===== src/rtl/noc_async_fifo_wr_side.sv =====
// Producer end of the NoC dual-clock FIFO link.
// Holds packets in a local register-file ring and publishes a Gray write pointer.
// The remote reader indexes the ring with its own Gray read pointer.
// That read pointer is synchronized locally to derive full and fill level.
module noc_async_fifo_wr_side #(
  parameter int PACKET_SIZE = 128,
  parameter int AWIDTH      = 3
) (
  input  logic                   clk_i,
  input  logic                   reset_n_i,
  input  logic                   wr_valid_i,
  input  logic [PACKET_SIZE-1:0] wr_data_i,
  output logic                   wr_ready_o,
  output logic [PACKET_SIZE-1:0] fifo_data_o,
  input  logic [AWIDTH:0]        fifo_raddr_i,
  output logic [AWIDTH:0]        fifo_waddr_o,
  output logic [AWIDTH:0]        fill_level_o
);

  localparam int DEPTH = 2 ** AWIDTH;
  // Inverting the top two Gray bits of the read pointer gives the write
  // pointer value that sits exactly DEPTH entries ahead (full).
  localparam int unsigned    FULL_MASK_INT = 32'd3 << (AWIDTH - 1);
  localparam logic [AWIDTH:0] FULL_MASK    = FULL_MASK_INT[AWIDTH:0];
  localparam logic [AWIDTH:0] PTR_ONE      = (AWIDTH + 1)'(1);

  function automatic logic [AWIDTH:0] bin2gray(input logic [AWIDTH:0] b);
    return b ^ (b >> 1);
  endfunction

  function automatic logic [AWIDTH:0] gray2bin(input logic [AWIDTH:0] g);
    logic [AWIDTH:0] b;
    b[AWIDTH] = g[AWIDTH];
    for (int i = AWIDTH - 1; i >= 0; i--) begin
      b[i] = b[i+1] ^ g[i];
    end
    return b;
  endfunction

  logic [AWIDTH:0]        wbin_q, wbin_d;
  logic [AWIDTH:0]        wgray_q, wgray_d;
  logic [AWIDTH:0]        rsync1_q, rsync1_d;
  logic [AWIDTH:0]        rsync2_q, rsync2_d;
  logic [PACKET_SIZE-1:0] mem [DEPTH];

  logic                   full;
  logic                   accept;
  logic                   mem_we;
  logic [AWIDTH:0]        rbin;
  logic [AWIDTH-1:0]      rd_idx;
  logic                   rd_acc;

  // Full/ready/level are derived from registered state only.
  always_comb begin
    full         = (wgray_q == (rsync2_q ^ FULL_MASK));
    wr_ready_o   = ~full;
    rbin         = gray2bin(rsync2_q);
    fill_level_o = wbin_q - rbin;
    fifo_waddr_o = wgray_q;
  end

  // Next-state: advance the write pointer on a transfer, shift the synchronizer.
  always_comb begin
    accept   = wr_valid_i & wr_ready_o;
    mem_we   = accept & reset_n_i;
    wbin_d   = wbin_q;
    wgray_d  = wgray_q;
    if (accept) begin
      wbin_d  = wbin_q + PTR_ONE;
      wgray_d = bin2gray(wbin_q + PTR_ONE);
    end
    rsync1_d = fifo_raddr_i;
    rsync2_d = rsync1_q;
  end

  // Pointer and synchronizer registers; reset returns the link to empty.
  always_ff @(posedge clk_i or negedge reset_n_i) begin
    if (!reset_n_i) begin
      wbin_q   <= '0;
      wgray_q  <= '0;
      rsync1_q <= '0;
      rsync2_q <= '0;
    end else begin
      wbin_q   <= wbin_d;
      wgray_q  <= wgray_d;
      rsync1_q <= rsync1_d;
      rsync2_q <= rsync2_d;
    end
  end

  // Ring storage; no reset, written on the same edge the pointer is published.
  always_ff @(posedge clk_i) begin
    if (mem_we) begin
      mem[wbin_q[AWIDTH-1:0]] <= wr_data_i;
    end
  end

  // Remote read index from the raw Gray pointer; the reader only addresses
  // entries whose write it has already observed, so no synchronization here.
  always_comb begin
    rd_acc = fifo_raddr_i[AWIDTH];
    rd_idx = '0;
    for (int i = AWIDTH - 1; i >= 0; i--) begin
      rd_acc    = rd_acc ^ fifo_raddr_i[i];
      rd_idx[i] = rd_acc;
    end
    fifo_data_o = mem[rd_idx];
  end

endmodule


===== config.mk =====
export PLATFORM = sky130hd
export DESIGN_NAME = noc_async_fifo_wr_side
export DESIGN_NICKNAME = d
export VERILOG_FILES = /design/src/rtl/noc_async_fifo_wr_side.sv
export SDC_FILE = /design/constraint.sdc
export NUM_CORES = 1
export LEC_CHECK = 0
export CORE_AREA = 2 2 255 257
export DETAILED_ROUTE_END_ITERATION = 10
export DIE_AREA = 0 0 257 259
export GPL_TIMING_DRIVEN = 0
export PLACE_DENSITY = 0.93
export RECOVER_POWER = 50
export SYNTH_ARGS = -nofsm -noshare
export SYNTH_HDL_FRONTEND = slang
export SYNTH_SLANG_ARGS = --single-unit

===== constraint.sdc =====
create_clock -name clk_i -period 25.6 [get_ports clk_i]
set_clock_uncertainty 0.15 [all_clocks]
set_input_delay 6.4 -clock clk_i [delete_from_list [all_inputs] [get_ports clk_i]]
set_output_delay 6.4 -clock clk_i [all_outputs]
set_load 0.03 [all_outputs]

==> After elaboration in Yosys (flattened, before gate mapping) <==
Memories as Yosys holds them, arrays and structs flattened.
Cells that the tools add are included.
{ "totals": {"register_bits": 16, "ram_bits": 1024, "in_bits": 135, "out_inout_bits": 137, "memories": 1} }
{ "mem_list": {"columns": ["memory", "depth", "word_bits", "read_ports", "rd_ports_with_merged_regs", "wr", "line", "rtl"], "rows": [
  ["mem", 8, 128, 1, 0, 1, "44", "logic [PACKET_SIZE-1:0] mem [DEPTH];"]
]} }
{ "classes": {"n_addsub": 2, "eq_ne": 1, "muxes": 2, "n_bitwise": 11} }
{ "op_table": {"columns": ["operator", "count"], "rows": [
  ["1-bit XOR", 6],
  ["4-bit by 1-bit adder with 4-bit output (second input constant)", 1],
  ["4-bit equality test", 1],
  ["4-bit subtractor", 1],
  ["4-bit by 3-bit XOR with 4-bit output", 1],
  ["1-bit bitwise AND", 2],
  ["1-bit two-way mux", 2],
  ["2-bit NOT", 1],
  ["1-bit NOT", 1]
]} }

==> Logic depth before layout (Yosys ltp) <==
{ "depth": {"ltp_word": 7, "depth_mapped": 8} }

==> Worst setup path after synthesis <==
No wires, ideal clock.
{ "synth_timing": {"path_kind": "input -> register", "from": "in reset_n_i", "to": "mem mem[0][0], enable pin", "arrival_ns": 15.234, "slack_ns": 9.445, "cell_stages": 2, "cell_sequence": "nand4b_1 nor3_1"} }
{ "synth_via": {"elab_chain_len": 3} }
{ "synth_lines": {"columns": ["element", "line", "rtl"], "rows": [
  ["from (decl)", "10", "input logic reset_n_i,"],
  ["1-bit bitwise AND", "65", "mem_we = accept & reset_n_i;"],
  ["1-bit two-way mux", "93", "if (mem_we) begin"],
  ["1-bit two-way mux (not written as such)", "94", "mem[wbin_q[AWIDTH-1:0]] <= wr_data_i;"],
  ["to (decl)", "44", null]
]} }
No other way between the ends.

==> Final worst setup path <==
{ "layout_timing": {"from": "in fifo_raddr_i[2]", "to": "out fifo_data_o[72]"} }
{ "layout_via": {"elab_chain_len": 4} }
{ "layout_lines": {"columns": ["element", "line", "rtl"], "rows": [
  ["from (decl)", "15", "input logic [AWIDTH:0] fifo_raddr_i,"],
  ["1-bit XOR *", "104", "rd_acc = rd_acc ^ fifo_raddr_i[i];"],
  ["1-bit XOR (2 in a row)", "104", null],
  ["memory 8 x 128 bit *", null, null],
  ["to (decl)", "14", "output logic [PACKET_SIZE-1:0] fifo_data_o,"]
]} }
Every way passes the cells marked *; elsewhere a longest branch is shown, timed or not.

==> run metrics <==
top sig layer met5; num rows 93; met1 WL 32,000 um; Tmin final 16.32 ns; crit-path cells dlygate4sd3_1 -> xor2_1 -> clkbuf_1 -> buf_2 -> mux2_4 -> clkdlybuf4s50_1; Remaining DRCs 0; Total Power 4070 uW; Post-Route Setup TNS 0 ns; placer congestion estimate 0.765; sequential share of power 50.4%; Seq cells post-synth 1,039; reg2reg setup slack 20.63 ns; layout cells sized above 1 32.6%; worst setup path endpoint fifo_data_o[72]; CP Buf/Inv Count 4; drt total wl 92,400 um; vias in the first global route 19,600; wire length on met2 49,800 um; largest net degree at the start of global routing 27; Die X 257 um; Synth Flop Type edfxtp_1; clk root buf clkbuf_16; grt total ovfl 0; Sw Pwr 989 uW; reg2reg end mem[6][116]$_DFFE_PP_; Post-Syn Area 0.0397 mm2; CTS tree yes; Worst path top cell family by delay buffers and inverters; hold_buf cts 0; Num Clock Sinks 1,039; failing checks max-capacitance violations, max-slew violations; drt first-iter violations 1,996; drt pass-1 iters 6; Slowest cell on crit path clkbuf_1; CP Max Fanout 10; max-cap viol count 2; dpl hpwl 54,400 um; critical path type primary input to output pin; Layout Cells excl Fill 2,934; Unique masters post-synth 23; Worst R2R Path Depth 7; top-count cell post-synth edfxtp_1; # placed instances 2,740; worst vdd ir 0.0847 mV; pwr/cell area 85.2 mW/mm2; final hold vios 0; CP startpoint fifo_raddr_i[2]; routed vias 18,800; syn avg cell area 25.6 um2; outcome finished, violations left; Post-synth EDFFs 1,024; core area 0.0639 mm2; Critical Path AT 9.77 ns; RR Startpoint wbin_q[3]$_DFFE_PN0P_; Post-Place Setup Slack 9.40 ns; Clk pwr share 35.1%; global-route wire length before repair 134,000 um; Clock Pin Slew Worst Setup and Hold Paths 0.06 ns; vias per cell 6.39; CP Capture Type output pin; Syn Nets 1,691; initial antenna violation count 21; htree depth 3; Critical Path RT 19.05 ns; slew margin rel. -33.1%; Area growth, synth to finish 20.1%; PostCTS Resize Cnt 0; Mapped Cells 1,551; Slew Viols, Final 41; Cell Int Power 3080 uW; Top Ports 272; total track usage 27.9%; DIE AREA 0.0666 mm2; worst skew pair latency 0.65 ns; unrepaired setup endpoints after global routing no; # setup viols final 0; Crit path depth 6; postcts setup bufs 0; top cell type's share of synthesized area 77.4%; final period utilization 63.7%; Max Buffers Root-to-Sink 3; Met3 Wirelength 7580 um; CTS Buf Count 98; top post-synthesis cells by count 1,024 x edfxtp_1, 256 x mux4_2, 100 x mux2_4; Logic pwr share 14.5%; Die Ht 259 um; worst-margin pin slew 2.00 ns; Synth warnings 0; Seq/Total Area, Yosys 78.3%; Initial Utilization 62.2%; Yosys top cell by area edfxtp_1; Lkg Pwr 0.0156 uW; Fmax achieved 61.3 MHz; Sw Share 24.3%; worst setup margin 9.28 ns; DRT antenna net count 0; routed len/inst 31.5 um; final net count 2,125; worst min path class flip-flop to flip-flop; leading post-synthesis cells by cell area edfxtp_1 77%, mux4_2 15%, mux2_4 3.8%, dfrtp_1 0.94%, mux2_2 0.91%; critical path's largest stage delay 0.94 ns; CP startpoint kind primary input; port bufs 271; Async S/R FF share, synth 1.44%
[power by group through the flow]
| stage | sequential, uW | combinational, uW | clock, uW |
|---|---|---|---|
| 2_1_floorplan | 2100 | 331 | 0 |
| 6_report | 2050 | 590 | 1430 |
| 5_1_grt | 2050 | 614 | 1500 |
| 4_1_cts | 2050 | 601 | 1440 |
| 3_3_place_gp | 2130 | 532 | 0 |
| 3_5_place_dp | 2080 | 594 | 0 |
[area by class of cell]
cell class / instances / area, um2
Sequential cell: 1039 / 31100
Inverter: 7 / 26.3
Fill cell: 3172 / 16100
Antenna cell: 17 / 42.5
Clock inverter: 55 / 539
Tap cell: 855 / 1070
Clock buffer: 122 / 2600
Timing Repair Buffer: 334 / 3690
Buffer: 74 / 646
Multi-Input combinational cell: 431 / 7990
[layer usage]
metal,up-vias,track usage (%)
met5,-,0
met4,14,9.29
met3,181,4.99
met2,1091,49.1
met1,9921,35.7
li1,7555,-
[metrics by stage]
step / hold WS [ns] / instance area [um2] / util [%]
2_1_floorplan: 0.181 / 39700 / -
3_3_place_gp: 0.184 / 43500 / 68.1
3_5_place_dp: 0.186 / 44600 / 69.8
4_1_cts: 0.199 / 47800 / 74.8
5_1_grt: 0.200 / 47700 / 74.7
6_report: 0.199 / 47700 / 74.7
[worst register-to-register path, stage by stage, from the launching register on]
cell and delay [ns]:
dfrtp_1 0.45, xor2_1 0.19, nand4_1 0.22, nand4_1 0.31, nor2_1 0.60, clkbuf_1 1.31
clkbuf_1 1.09, buf_12 0.30
[cells by family after synthesis]
group | Yosys count | share of synthesized area [%]
fa+ha+maj | 5 | 0.176
mux | 388 | 19.2
flops | 1039 | 78.3
xor+xnor | 18 | 0.397
compound gates | 2 | 0.0315
buf+inv | 81 | 1.69
simple gates | 18 | 0.211
[state kept, by name, indices dropped and copies added, names as in the netlist]
register      cells
rsync1_q          4
wbin_q            4
rsync2_q          4
fifo_waddr_o      3
mem            1024
[cells in the final DEF (no fill, tap or decap), types with 22 or more instances in the layout]
master	instances
buf_12	37
buf_2	40
buf_6	43
clkbuf_1	24
clkbuf_16	99
clkdlybuf4s50_1	133
clkinv_2	22
dlygate4sd3_1	138
edfxtp_1	1024
mux2_2	32
mux2_4	100
mux4_2	256
[worst min-delay path by stage]
| stage | startpoint | to | depth (start not counted) | slack, ns |
|---|---|---|---|---|
| 4_1_cts | rsync1_q[1]$_DFF_PN0_ | rsync2_q[1]$_DFF_PN0_ | 0 | 0.20 |
| 3_3_place_gp | rsync1_q[2]$_DFF_PN0_ | rsync2_q[2]$_DFF_PN0_ | 0 | 0.18 |
| 2_1_floorplan | rsync1_q[0]$_DFF_PN0_ | rsync2_q[0]$_DFF_PN0_ | 0 | 0.18 |
| 3_5_place_dp | rsync1_q[1]$_DFF_PN0_ | rsync2_q[1]$_DFF_PN0_ | 0 | 0.19 |
| 6_report | rsync1_q[1]$_DFF_PN0_ | rsync2_q[1]$_DFF_PN0_ | 0 | 0.20 |
| 5_1_grt | rsync1_q[1]$_DFF_PN0_ | rsync2_q[1]$_DFF_PN0_ | 0 | 0.20 |
Note: power is estimated with default switching activity, not from simulation.
